===== src/rtl/complex_pkg.sv =====
// Shared types and defaults for the complex I/Q interleaver.
package complex_pkg;

    // Serializer phase: which half of the current pair goes out next.
    typedef enum logic {
        PH_REAL = 1'b0,
        PH_IMAG = 1'b1
    } phase_t;

    localparam int DEFAULT_DW    = 16;
    localparam int DEFAULT_DEPTH = 4;

    // Width of an occupancy counter able to hold the value DEPTH itself.
    function automatic int level_width(input int depth);
        return $clog2(depth) + 1;
    endfunction

endpackage


===== src/rtl/pair_fifo.sv =====
// Small synchronous FIFO holding whole {re, im} pairs.
// Full/empty come from a registered occupancy count, so pointer equality
// never has to disambiguate the two. Pointers wrap naturally (DEPTH is a
// power of two). Read data is the current head entry, so a pop can use the
// word in the same cycle it is removed.
module pair_fifo
    import complex_pkg::*;
#(
    parameter int W     = 2 * DEFAULT_DW,
    parameter int DEPTH = DEFAULT_DEPTH
) (
    input  logic                       clk,
    input  logic                       rst_n,
    input  logic                       push_i,
    input  logic [W-1:0]               wr_data_i,
    input  logic                       pop_i,
    output logic [W-1:0]               rd_data_o,
    output logic                       full_o,
    output logic                       empty_o,
    output logic [$clog2(DEPTH):0]     level_o
);

    localparam int AW = $clog2(DEPTH);
    localparam int LW = AW + 1;

    logic [W-1:0]  mem_q [DEPTH];
    logic [AW-1:0] wr_ptr_q, wr_ptr_d;
    logic [AW-1:0] rd_ptr_q, rd_ptr_d;
    logic [LW-1:0] count_q,  count_d;

    logic do_push;
    logic do_pop;

    assign full_o    = (count_q == LW'(DEPTH));
    assign empty_o   = (count_q == '0);
    assign level_o   = count_q;
    assign rd_data_o = mem_q[rd_ptr_q];

    // Requests against a full/empty FIFO are ignored rather than corrupting state.
    assign do_push = push_i && !full_o;
    assign do_pop  = pop_i  && !empty_o;

    // Storage array: written only on an accepted push, never reset.
    always_ff @(posedge clk) begin
        if (do_push) begin
            mem_q[wr_ptr_q] <= wr_data_i;
        end
    end

    // Next pointer and occupancy values; simultaneous push and pop leave the count unchanged.
    always_comb begin
        wr_ptr_d = wr_ptr_q;
        rd_ptr_d = rd_ptr_q;
        count_d  = count_q;
        if (do_push) begin
            wr_ptr_d = wr_ptr_q + AW'(1);
        end
        if (do_pop) begin
            rd_ptr_d = rd_ptr_q + AW'(1);
        end
        case ({do_push, do_pop})
            2'b10:   count_d = count_q + LW'(1);
            2'b01:   count_d = count_q - LW'(1);
            default: count_d = count_q;
        endcase
    end

    // Pointer and count registers; reset discards any stored pairs.
    always_ff @(posedge clk or negedge rst_n) begin
        if (!rst_n) begin
            wr_ptr_q <= '0;
            rd_ptr_q <= '0;
            count_q  <= '0;
        end else begin
            wr_ptr_q <= wr_ptr_d;
            rd_ptr_q <= rd_ptr_d;
            count_q  <= count_d;
        end
    end

endmodule


===== src/rtl/complex_interleaver.sv =====
// Turns buffered (re, im) pairs into a single-word stream: real word, then
// imag word on the very next cycle with last_o set. A pair is popped only
// when the serializer is about to emit its real half, so a pair can never be
// split by the FIFO running empty. Output words are registered.
module complex_interleaver
    import complex_pkg::*;
#(
    parameter int DW    = DEFAULT_DW,
    parameter int DEPTH = DEFAULT_DEPTH
) (
    input  logic                    clk,
    input  logic                    rst_n,
    input  logic [DW-1:0]           re_i,
    input  logic [DW-1:0]           im_i,
    input  logic                    valid_i,
    output logic                    ready_o,
    output logic [DW-1:0]           data_o,
    output logic                    valid_o,
    output logic                    last_o,
    output logic [$clog2(DEPTH):0]  level_o
);

    logic [2*DW-1:0] wr_data;
    logic [2*DW-1:0] rd_data;
    logic            fifo_push;
    logic            fifo_pop;
    logic            fifo_full;
    logic            fifo_empty;

    phase_t          phase_q, phase_d;
    logic [DW-1:0]   data_q,  data_d;
    logic [DW-1:0]   imag_q,  imag_d;
    logic            valid_q, valid_d;
    logic            last_q,  last_d;

    // Real half in the upper bits, imag half in the lower bits.
    assign wr_data   = {re_i, im_i};
    // Readiness is purely count based: a pop in progress does not free a slot early.
    assign ready_o   = !fifo_full;
    assign fifo_push = valid_i && ready_o;
    assign fifo_pop  = (phase_q == PH_REAL) && !fifo_empty;

    pair_fifo #(
        .W     (2 * DW),
        .DEPTH (DEPTH)
    ) u_pair_fifo (
        .clk       (clk),
        .rst_n     (rst_n),
        .push_i    (fifo_push),
        .wr_data_i (wr_data),
        .pop_i     (fifo_pop),
        .rd_data_o (rd_data),
        .full_o    (fifo_full),
        .empty_o   (fifo_empty),
        .level_o   (level_o)
    );

    // Serializer next state: emit real and stash imag, then emit imag unconditionally.
    always_comb begin
        phase_d = phase_q;
        data_d  = data_q;
        imag_d  = imag_q;
        valid_d = 1'b0;
        last_d  = 1'b0;
        case (phase_q)
            PH_REAL: begin
                if (!fifo_empty) begin
                    data_d  = rd_data[2*DW-1:DW];
                    imag_d  = rd_data[DW-1:0];
                    valid_d = 1'b1;
                    phase_d = PH_IMAG;
                end
            end
            PH_IMAG: begin
                data_d  = imag_q;
                valid_d = 1'b1;
                last_d  = 1'b1;
                phase_d = PH_REAL;
            end
            default: begin
                phase_d = PH_REAL;
            end
        endcase
    end

    // Phase, held imag word and output registers; reset drops any half-sent pair.
    always_ff @(posedge clk or negedge rst_n) begin
        if (!rst_n) begin
            phase_q <= PH_REAL;
            data_q  <= '0;
            imag_q  <= '0;
            valid_q <= 1'b0;
            last_q  <= 1'b0;
        end else begin
            phase_q <= phase_d;
            data_q  <= data_d;
            imag_q  <= imag_d;
            valid_q <= valid_d;
            last_q  <= last_d;
        end
    end

    assign data_o  = data_q;
    assign valid_o = valid_q;
    assign last_o  = last_q;

endmodule


===== config.mk =====
export PLATFORM = sky130hd
export DESIGN_NAME = complex_interleaver
export DESIGN_NICKNAME = d
export VERILOG_FILES = /design/src/rtl/complex_pkg.sv /design/src/rtl/pair_fifo.sv /design/src/rtl/complex_interleaver.sv
export SDC_FILE = /design/constraint.sdc
export NUM_CORES = 1
export LEC_CHECK = 0
export BUFFER_PORTS_ARGS = -buffer_cell sky130_fd_sc_hd__buf_2
export CORE_MARGIN = 5
export CORE_UTILIZATION = 40
export DETAILED_ROUTE_END_ITERATION = 7
export REMOVE_ABC_BUFFERS = 1
export SLEW_MARGIN = 20
export SYNTH_ARGS = -nofsm -noshare
export SYNTH_HDL_FRONTEND = slang
export SYNTH_SLANG_ARGS = --single-unit

===== constraint.sdc =====
create_clock -name clk -period 2.9 [get_ports clk]
set_clock_uncertainty 0.1 [all_clocks]
set_input_delay 0.435 -clock clk [delete_from_list [all_inputs] [get_ports clk]]
set_output_delay 0.435 -clock clk [all_outputs]
set_load 0.02 [all_outputs]

==> impl_metrics.yaml <==
sta:
  maxSlewHeadroom_pct: 36.8
  max_freq_ghz: 0.425
  maxSlewViolCount: 0
  hold_viol: 0
  fin_setup_tns_ns: 0
  final.setup.worst_slack_ns: 0.549
  period_share_pct: 81.1
  finalCriticalPeriod_ns: 2.35
  setup_viol: 0
  grt_setup_unrepaired: "no"
  worst_pin_slew_ns: 0.948
synthesis:
  synth_ff_type: "edfxtp_1"
  syn_inst: 296
  seq_area_frac_synth_pct: 76.2
  ys_top_cells_by_area: "edfxtp_1, dfrtp_1, mux4_2, mux2_2, a22o_1"
  netlist-cell-type-count: 25
  ys_async_sr_fraction_pct: 24.7
  synth_top_cells_by_count: "edfxtp_1, dfrtp_1, mux4_2"
  synth_edf_count: 128
  synth_top_cell_by_area: "edfxtp_1"
  yosysWarnings: 0
  ys_ff_latch: 170
  avgSynthCellArea_um2: 21.7
  synthDominantCellAreaShare_pct: 59.8
  synthesis.area_um2: 6430
  yosysMostFrequentCell: "edfxtp_1"
floorplan:
  dieArea_um2: 18700
  ios: 57
  die_x_um: 137
  core_region_area_um2: 15800
  start_util_pct: 40.6
  row_count: 46
  chipHeight_um: 137
route:
  drcViolationCount: 0
  ant_nets: 0
  wl_per_cell_um: 19.4
  first_iter_violations: 182
  vias: 2977
  totalWireLength_um: 11500
  dr.pass1.iters: 4
  via_per_inst: 5.00
placed_design:
  hpwl_um: 6790
  preCtsSetupSlack_ns: 0.560
  port_buffers: 56
  dp_cells: 562
  place_congestion: 0.677
final_layout:
  n_antenna_cell: 0
  final_layout_size_suffix_gt1_share_pct: 40.1
  fillers: 1352
  final_nets: 407
  stdcell_count: 595
  area_delta_synth_final_pct: 17.1
setup_path:
  arrival_ns: 2.58
  cp_max_fo: 6
  cp.depth: 9
  worstPathCellList: "or3b_4, and2_4, inv_1, ha_1, inv_1, fa_1, xor2_1, nor2_1, xor2_1"
  crit_path_max_incr_delay_ns: 0.46
  critPathRequiredTime_ns: 3.13
  path_buf_inv: 2
  crit_path_end_kind: "flop"
  crit_type: "flop to flop"
  startpoint_type: "flop"
  r2r_cells: 9
  critical-path-top-delay-family: "simple AND/OR/NAND/NOR gates"
  slowest_stage: "dfrtp_1"
global_routing:
  antenna_found_initial: 2
  grt_pass1_vias: 3203
  gr-usage-all-layers_pct: 13.3
  top_usage_layer: "met2"
  overflow: 0
  grt_pass1_wl_um: 18100
  met2_usage_pct: 21.6
  grtUsageMet1_pct: 17.2
  met3_usage_pct: 3.93
  grt_max_degree: 35
clock_network:
  cts_made_buffers: 17
  root_buffer: "clkbuf_16"
  clk_path_buf_depth: 2
  ctsResizeCount: 0
  clock_sinks: 170
  hold_buffers: 1
  htreeDepth: 4
  clkTransAtPathRegs_ns: 0.06
  clock_latency_ns: 0.41
  post_cts_buffers: 0
  cts_tree: "done"
status:
  status: "finished clean"
pwr:
  p_leak_nw: 2.79
  ir_worst_vdd_v: 0.000585
  p_per_area_nw_per_um2: 1090
min_path:
  worstHoldPathCells: 1
  hold_class: "input pin to flop"
job:
  maxCapViolations: 0
-- worst register-to-register path, cell delays in order (launching register included) --
cell and delay [ns]:
dfrtp_1 0.46, or3b_4 0.46, and2_4 0.19, inv_1 0.05, ha_1 0.16, inv_1 0.06, fa_1 0.37, xor2_1 0.15
nor2_1 0.12, xor2_1 0.15
-- placed cells by master, fill, tap and decap left out, types with 2 or more instances in the layout --
cell type	count
a21o_1	16
and3_2	4
mux2_2	16
inv_6	2
dfrtp_1	41
mux4_2	32
edfxtp_1	128
ha_1	5
clkbuf_16	17
inv_1	7
clkinvlp_4	3
a22o_1	16
clkinv_2	3
xnor2_1	2
xor2_1	4
buf_4	7
clkinv_4	4
buf_2	56
-- layer usage --
layer  share of wire (%)  vias to the layer above
met3                 4.8                       12
met2                  51                       64
met5                0.22                        -
li1                    -                     1340
met4                0.98                        4
met1                  43                     1557
-- power breakdown --
group,switching (mW),internal (mW)
Sequential,0.279,3.35
Combinational,1.32,1.21
Clock,0.894,1.18
-- kinds of logic (layout without fill, tap and decap cells) --
logic type,count (synthesis),after routing,share of synthesized area (%)
simple gates,11,11,1.46
compound gates,32,32,4.05
xor+xnor,6,6,0.818
flops,170,170,76.2
buf+inv,21,104,1.83
fa+ha+maj,6,6,1.28
mux,50,50,14.4
-- path summary, 6_finish.rpt --
check	start	to	slack, ns
worst max-delay path	u_pair_fifo.level_o[0]	u_pair_fifo.level_o[2]	0.55
worst min-delay path	im_i[5]	u_pair_fifo.mem_q[0][5]	0.13
worst max register to register	u_pair_fifo.level_o[0]	u_pair_fifo.level_o[2]	0.55
worst min register to register	imag_q[1]	imag_q[1]	0.41
max in group asynchronous	rst_n	imag_q[13]	1.72
min in group asynchronous	rst_n	data_o[2]	0.46
-- metrics by stage --
step           area (µm²)  utilization [%]  total power [mW]  hold WS [ns]
4_1_cts              7530             47.6              8.37         0.113
6_report             7530             47.6              8.24         0.132
2_1_floorplan        6340                -              5.45        0.0394
3_3_place_gp         6970             44.0              6.21         0.351
3_5_place_dp         6970             44.0              6.29         0.354
5_1_grt              7530             47.6              8.71         0.110
-- layout make-up --
cell class,instances,area (µm²),area share [%]
inverter,7,26.3,0.349
clock buffer,18,429,5.70
sequential,170,4900,65.0
clock inverter,14,124,1.65
tap,216,270,3.59
timing repair buffer,65,363,4.82
multi-input combinational,105,1420,18.9
-- registers in the layout, summed over array words and instances (netlist names) --
register and flops:
data_o 16, imag_q 16, last_o 1, phase_q 1, u_pair_fifo.level_o 3, u_pair_fifo.mem_q 128
u_pair_fifo.rd_ptr_q 2, u_pair_fifo.wr_ptr_q 2, valid_o 1
Note: power is estimated with default switching activity, not from simulation.
